[config.mk]
export PLATFORM = sky130hd
export DESIGN_NAME = clk_phase_gen
export DESIGN_NICKNAME = d
export VERILOG_FILES = /design/src/rtl/clk_phase_pkg.sv /design/src/rtl/clk_phase_gen.sv
export SDC_FILE = /design/constraint.sdc
export NUM_CORES = 1
export LEC_CHECK = 0
export ABC_AREA = 1
export BUFFER_PORTS_ARGS = -buffer_cell sky130_fd_sc_hd__clkbuf_2
export CAP_MARGIN = 20
export CORE_MARGIN = 5
export CORE_UTILIZATION = 30
export CTS_CLUSTER_SIZE = 8
export DETAILED_ROUTE_END_ITERATION = 10
export GPL_ROUTABILITY_DRIVEN = 0
export PLACE_DENSITY = 0.51
export SYNTH_ARGS = -nofsm -noshare
export SYNTH_HDL_FRONTEND = slang
export SYNTH_SLANG_ARGS = --single-unit
[constraint.sdc]
create_clock -name clk_i -period 1.6 [get_ports clk_i]
set_input_delay 0.08 -clock clk_i [delete_from_list [all_inputs] [get_ports clk_i]]
set_output_delay 0.08 -clock clk_i [all_outputs]
set_load 0.05 [all_outputs]
[src/rtl/clk_phase_pkg.sv]
// Shared types and defaults for the clock-phase generator.
package clk_phase_pkg;
    typedef enum logic [1:0] {
        IDLE     = 2'd0,
        RUN      = 2'd1,
        STEP     = 2'd2,
        STOPPING = 2'd3
    } state_e;

    localparam int CNT_W_DEF       = 16;
    localparam int DEFAULT_DIV_DEF = 0;
endpackage

[src/rtl/clk_phase_gen.sv]
// Programmable divided reference with rise/fall strobes, free-running or single-step.
module clk_phase_gen
    import clk_phase_pkg::*;
#(
    parameter int CNT_W       = CNT_W_DEF,
    parameter int DEFAULT_DIV = DEFAULT_DIV_DEF
) (
    input  logic             clk_i,
    input  logic             rst_ni,
    input  logic             en_i,
    input  logic             step_i,
    input  logic             load_i,
    input  logic [CNT_W-1:0] div_i,
    output logic             clk_div_o,
    output logic             rise_o,
    output logic             fall_o,
    output logic             busy_o
);

    state_e           state_q, state_d;
    logic [CNT_W-1:0] cnt_q, cnt_d;
    logic [CNT_W-1:0] half_q, half_d;
    logic [CNT_W-1:0] pend_q, pend_d;
    logic             pend_valid_q, pend_valid_d;
    logic             clk_q, clk_d;
    logic             rise_q, rise_d;
    logic             fall_q, fall_d;

    logic at_end;
    logic boundary;
    logic done;

    always_ff @(posedge clk_i or negedge rst_ni) begin
        if (!rst_ni) begin
            state_q      <= IDLE;
            cnt_q        <= '0;
            half_q       <= CNT_W'(DEFAULT_DIV);
            pend_q       <= '0;
            pend_valid_q <= 1'b0;
            clk_q        <= 1'b0;
            rise_q       <= 1'b0;
            fall_q       <= 1'b0;
        end else begin
            state_q      <= state_d;
            cnt_q        <= cnt_d;
            half_q       <= half_d;
            pend_q       <= pend_d;
            pend_valid_q <= pend_valid_d;
            clk_q        <= clk_d;
            rise_q       <= rise_d;
            fall_q       <= fall_d;
        end
    end

    always_comb begin
        state_d      = state_q;
        cnt_d        = cnt_q;
        half_d       = half_q;
        pend_d       = pend_q;
        pend_valid_d = pend_valid_q;
        clk_d        = clk_q;
        rise_d       = 1'b0;
        fall_d       = 1'b0;
        done         = 1'b0;
        at_end       = (cnt_q == half_q);
        // low->high toggle: the only point where a pending divisor may take effect
        boundary     = at_end && !clk_q;

        if (state_q == IDLE) begin
            if (load_i)
                half_d = div_i;
            if (en_i || step_i) begin
                state_d = en_i ? RUN : STEP;
                clk_d   = 1'b1;
                rise_d  = 1'b1;
                cnt_d   = '0;
            end
        end else begin
            if (at_end) begin
                clk_d  = ~clk_q;
                cnt_d  = '0;
                rise_d = ~clk_q;
                fall_d = clk_q;
            end else begin
                cnt_d = cnt_q + 1'b1;
            end

            if (boundary && pend_valid_q) begin
                half_d       = pend_q;
                pend_valid_d = 1'b0;
            end
            // a load on the boundary itself re-arms pending for the next one
            if (load_i) begin
                pend_d       = div_i;
                pend_valid_d = 1'b1;
            end

            if (state_q == RUN) begin
                if (!en_i)
                    state_d = STOPPING;
            end else if (state_q == STOPPING) begin
                if (en_i)
                    state_d = RUN;
                else if (boundary)
                    done = 1'b1;
            end else begin
                if (boundary)
                    done = 1'b1;
            end

            // finishing the low phase: park low, flush any pending divisor now
            if (done) begin
                state_d      = IDLE;
                clk_d        = 1'b0;
                rise_d       = 1'b0;
                cnt_d        = '0;
                half_d       = load_i ? div_i : (pend_valid_q ? pend_q : half_q);
                pend_valid_d = 1'b0;
            end
        end
    end

    assign clk_div_o = clk_q;
    assign rise_o    = rise_q;
    assign fall_o    = fall_q;
    assign busy_o    = (state_q != IDLE);

endmodule

# Word level (Yosys, flattened, before mapping)

Index checks and enable logic that the tools add are counted.

Flip-flop bits (word level): 54
Input port bits: 21
Output and inout port bits: 4
Logic and storage cells: 70

Add/sub/neg operators: 1
Equal/unequal tests: 7
Muxes and demuxes: 36
Bitwise gates (word level): 2
Reduce and logical (&&, ||, !) cells: 16

Operators with widths:

| cell                    | count |
|---|---|
| $mux W16                | 10 |
| $mux W1                 | 18 |
| $add A16 B1 Y16 const B | 1 |
| $eq A16 B16 Y1          | 1 |
| $mux W2                 | 8 |
| $reduce_bool A3 Y1      | 3 |
| $reduce_bool A4 Y1      | 2 |
| $reduce_and A2 Y1       | 3 |
| $ne A4 B3 Y1 const B    | 1 |
| $reduce_and A4 Y1       | 1 |
| $ne A3 B3 Y1 const B    | 1 |
| $reduce_and A3 Y1       | 1 |
| $eq A2 B1 Y1 const B    | 1 |
| $eq A2 B2 Y1 const B    | 1 |
| $logic_and A1 B1 Y1     | 2 |
| $logic_not A2 Y1        | 1 |
| $ne A2 B1 Y1 const B    | 1 |
| $ne A2 B2 Y1 const B    | 1 |
| $not A1 Y1              | 2 |
| $reduce_bool A2 Y1      | 1 |
| $logic_not A1 Y1        | 1 |
| $logic_or A1 B1 Y1      | 1 |

# Longest topological paths before layout

Depth in word-level cells: 9
Depth in mapped cells: 14
Gate-level depth less buffers: 13

# Worst setup path after synthesis

Ideal clock, no wire load.

Kind: register to register
Start: register state_q[1]
End: register pend_q[10]
Library setup time: 125 ps
Arrival: 1675 ps
Data required time: 1475 ps
Slack: -199 ps
Cell stages (with the launch flop): 7
Path buffers: 2
Period minus slack after synthesis: 1799 ps
Cell sequence: dfrtp_1 -> nor2_1 -> inv_2 -> buf_4 -> nand2_1 -> buf_2 -> mux2_2

Cells in the longest elaborated chain, start to end: 3

RTL lines:

| item                        | RTL line            | text |
|---|---|---|
| start, declared             | clk_phase_gen.sv:20 | `state_e state_q, state_d;` |
| start signal, assigned      | clk_phase_gen.sv:44 | `state_q <= state_d;` |
| $logic_not A2 Y1            | clk_phase_gen.sv:69 | `if (state_q == IDLE) begin` |
| $not A1 Y1 (no line)        | --                  |  |
| $reduce_and A2 Y1 (no line) | --                  |  |
| end signal, assigned        | clk_phase_gen.sv:47 | `pend_q <= pend_d;` |
| end, declared               | clk_phase_gen.sv:23 | `logic [CNT_W-1:0] pend_q, pend_d;` |

Every way passes these cells.
A chain may end at the register's enable or synchronous reset.

# Worst setup path in the final report

Start: register half_q[3]
End: register half_q[14]

Cells in the longest elaborated chain, start to end: 9
Elaborated cells on any way between the ends: 13
Those cells by class: eq/ne (2); mux (7); reduce/logical (4)

RTL lines:

| item                                                    | RTL line                                   | text |
|---|---|---|
| start, declared                                         | clk_phase_gen.sv:22                        | `logic [CNT_W-1:0] half_q, half_d;` |
| start signal, assigned                                  | clk_phase_gen.sv:37                        | `half_q <= CNT_W'(DEFAULT_DIV);` |
| start signal, assigned                                  | clk_phase_gen.sv:46                        | `half_q <= half_d;` |
| $eq A16 B16 Y1 (*)                                      | clk_phase_gen.sv:65                        | `at_end = (cnt_q == half_q);` |
| $logic_and A1 B1 Y1 (*)                                 | clk_phase_gen.sv:67                        | `boundary = at_end && !clk_q;` |
| $mux W1                                                 | clk_phase_gen.sv:104, clk_phase_gen.sv:107 |  |
| $mux W1                                                 | clk_phase_gen.sv:102                       | `if (en_i)` |
| $mux W1                                                 | clk_phase_gen.sv:101                       | `end else if (state_q == STOPPING) begin` |
| $mux W1                                                 | clk_phase_gen.sv:98                        | `if (state_q == RUN) begin` |
| $mux W1                                                 | clk_phase_gen.sv:69                        |  |
| $ne A3 B3 Y1 (no line), or another cell as far along    | --                                         |  |
| $reduce_and A3 Y1 (no line) or $mux W16 (tied branches) | --                                         |  |

Every way passes the cells marked *; elsewhere a longest branch is shown, timed or not. The select of a mux whose other input is x is not followed.

==> results.json <==
{
  "maxSlewHeadroom": 0.8089,
  "final_util": 0.4209,
  "num_rows": 35,
  "p_per_area_nw_per_um2": 1496,
  "core_um2": 9328,
  "routed_wl_um": 6575,
  "area_growth_pct": 35.55,
  "nNetsFinal": 472,
  "critPathTopFamily": "simple AND/OR/NAND/NOR gates",
  "crit_type": "flip-flop to flip-flop",
  "start_kind": "flip-flop",
  "power_frac_seq": 0.369,
  "cp_num_cells": 10,
  "synth_top_family_by_area": "simple AND/OR/NAND/NOR gates",
  "p_sw_frac": 0.4070,
  "io_buffers": 24,
  "grt_pass1_wl_um": 11260,
  "arrival_ns": 1.95,
  "critical_path_required_ns": 1.82,
  "floorplan.die.height_um": 108.3,
  "start_util": 0.3105,
  "dieWidth_um": 108.3,
  "drt_iter0_drc": 86,
  "path_cells": "xor2_1, nor2_1, nand2_1, nor2_2, nand2_2, nor2_4, nand4_4, buf_8, nand3_2, nand2_1",
  "rr_worst_depth": 10,
  "rsz0062_at_grt": "true",
  "drc": 0,
  "dp_hpwl_um": 4857,
  "ant_nets": 0,
  "antenna_found_initial": 0,
  "timing.rr.start": "half_q[3]",
  "htree_levels": 2,
  "synth_compound_area_frac": 0.04795,
  "synth_fa_ha_area_frac": 0.004320,
  "r2r_slack_ns": -0.14,
  "yosys.area_share.simple": 0.3197,
  "hp-class": "input port to flip-flop",
  "cts-root-buf": "clkbuf_8",
  "setup_viol": 21,
  "clk_pin_slew_ns": 0.10,
  "critPathLaunch": "half_q[3]",
  "numCtsBuffers": 5,
  "combPwrFrac": 0.492,
  "grt.total_usage": 0.1208,
  "syn-instance-count": 362,
  "numClockSinks": 54,
  "fin_skew_ns": 0.006099,
  "n_antenna_cell": 0,
  "critPathMaxFanout": 8,
  "status": "complete, but fails checks",
  "p_sw_mw": 2.390,
  "worst-path-buf-inv": 1,
  "cap_violations": 0,
  "r2r_end": "half_q[14]",
  "avgSynthCellArea_um2": 8.001,
  "synth_edf_count": 0,
  "drv_slew": 0,
  "synthArstFlopShare": 1.000,
  "violations": "negative setup slack",
  "power.internal_mw": 3.482,
  "wl_per_cell_um": 11.34,
  "p_leak_nw": 1.976,
  "yosysUniqueCellTypes": 30,
  "clk_latency_ns": 0.32,
  "place_ws_ns": -0.1245,
  "syn_nets": 384,
  "ys_seq_area_frac": 0.4665,
  "post-route-period-util": 1.087,
  "synth_ff_type": "dfrtp_1",
  "critPathCaptureType": "flip-flop",
  "crit_slowest_cell": "dfrtp_1",
  "ioPinCount": 25,
  "die_area_um2": 11720,
  "fin_ws_ns": -0.1395,
  "syn_area_um2": 2897,
  "vias": 2531,
  "clock_path_buffers": 2,
  "cts_tree": "yes",
  "cpMostUsedCell": "nand2_1",
  "layout_min_cycle_time_ns": 1.739,
  "grt_max_degree": 55,
  "max_slew.worst_pin.slew_ns": 0.2866,
  "setup.worst_path.end": "half_q[14]",
  "yosysWarningCount": 0,
  "ir_drop_v": 0.0006173,
  "max_freq_ghz": 0.5749,
  "finalHoldViolCount": 0,
  "cpPeakStageDelay_ns": 0.42,
  "dr.pass1.iters": 4,
  "synth_seq_cells": 54,
  "drive_above_1_share": 0.3237,
  "globalRouteOverflowTotal": 0,
  "avgViaCountPerCell": 4.364,
  "grt_pass1_vias": 2392,
  "fillers": 923,
  "power_frac_clock": 0.139,
  "synth_mux_area_frac": 0.06220,
  "power_mw": 5.872,
  "synth_xor_area_frac": 0.02721,
  "hold_ws_ns": 0.007798
}
==> power groups by stage <==
stage | combinational [mW] | clock [mW] | sequential [mW]
6_report | 2.89 | 0.814 | 2.17
5_1_grt | 3.25 | 0.902 | 2.22
4_1_cts | 2.74 | 0.849 | 2.17
3_5_place_dp | 2.67 | 0 | 2.20
3_3_place_gp | 2.63 | 0 | 2.19
2_1_floorplan | 1.73 | 0 | 2.17
==> flip-flops by register name (all words and copies together), names as in the netlist <==
name          cells
clk_div_o         1
cnt_q            16
fall_o            1
half_q           16
pend_q           16
pend_valid_q      1
rise_o            1
state_q           2
==> placed cells by master (no fill, tap or decap), types with 2 or more instances in the layout <==
| cell type | instances |
|---|---|
| a21oi_1 | 9 |
| buf_12 | 4 |
| buf_4 | 50 |
| buf_6 | 2 |
| clkbuf_2 | 24 |
| clkbuf_8 | 5 |
| dfrtp_1 | 53 |
| dlygate4sd3_1 | 9 |
| inv_1 | 31 |
| inv_2 | 8 |
| mux2_2 | 16 |
| nand2_1 | 119 |
| nand2_2 | 2 |
| nand2_4 | 4 |
| nand3_1 | 28 |
| nand3_2 | 12 |
| nand4_1 | 2 |
| nor2_1 | 20 |
| nor2_2 | 4 |
| nor2_4 | 2 |
| nor3_1 | 8 |
| nor3_2 | 2 |
| o21ai_0 | 10 |
| o21ai_1 | 2 |
| xnor2_1 | 2 |
| xor2_1 | 7 |
==> cell families (layout without fill, tap and decap cells) <==
group,count (synthesis),count (layout)
simple gates,208,208
flops,54,54
buf+inv,48,137
compound gates,26,26
mux,16,16
xor+xnor,9,9
fa+ha+maj,1,1
==> stage by stage <==
step                      setup TNS, ns  std cells  area, µm²
after global placement           -1.924        556       3551
final                            -2.111        580       3926
after detailed placement         -1.830        556       3551
after floorplan                       0        362       2909
after global routing             -5.501        580       3926
after CTS                        -1.944        575       3784
==> worst min-delay path by stage <==
stage	startpoint	end	slack [ns]	depth (start not counted)
floorplan	rst_ni	clk_div_o	-0.22	0
CTS	div_i[4]	pend_q[4]	0.003	2
global route	div_i[4]	pend_q[4]	0.005	2
global placement	rst_ni	pend_q[1]	0.11	2
detailed placement	rst_ni	pend_q[1]	0.10	2
finish	div_i[4]	pend_q[4]	0.008	2
==> final cells by class <==
cell class | count | area [µm²] | share of cell area
flip-flops and latches | 54 | 1353 | 0.3445
inverters | 39 | 146.4 | 0.03728
clock buffers | 5 | 68.82 | 0.01753
well taps | 129 | 161.4 | 0.04111
repair buffers | 90 | 703.2 | 0.1791
multi-input cells | 260 | 1469 | 0.3741
clock inverters | 3 | 25.02 | 0.006373
==> repair_timing <==
action / in CTS / in global routing
endpoints found under the setup margin: 32 / 38
hold buffers: 9 / 0
pin swaps: 0 / 21
gates resized for setup: 9 / 22
hold endpoints to repair: 62 / 0
buffers inserted: 2 / 5
==> cell usage after synthesis, drive strengths merged, types with 2 or more instances <==
cell / n / share of area
xnor2: 2 / 0.0060
nand3: 40 / 0.069
nand4: 3 / 0.012
dfrtp: 54 / 0.47
nor3b: 2 / 0.0069
a21oi: 10 / 0.017
nor2: 26 / 0.038
o21ai: 12 / 0.021
nand2: 126 / 0.17
xor2: 7 / 0.021
inv: 39 / 0.051
mux2: 16 / 0.062
nor3: 10 / 0.017
buf: 9 / 0.022
==> layer usage <==
layer | share of wire | vias up | track usage
li1 | - | 1335 | -
met1 | 0.50 | 1164 | 0.1716
met2 | 0.46 | 22 | 0.1874
met3 | 0.015 | 10 | 0.01493
met4 | 0.018 | 0 | 0.04689
met5 | 0 | - | 0
Power figures use the tool's default switching activity.
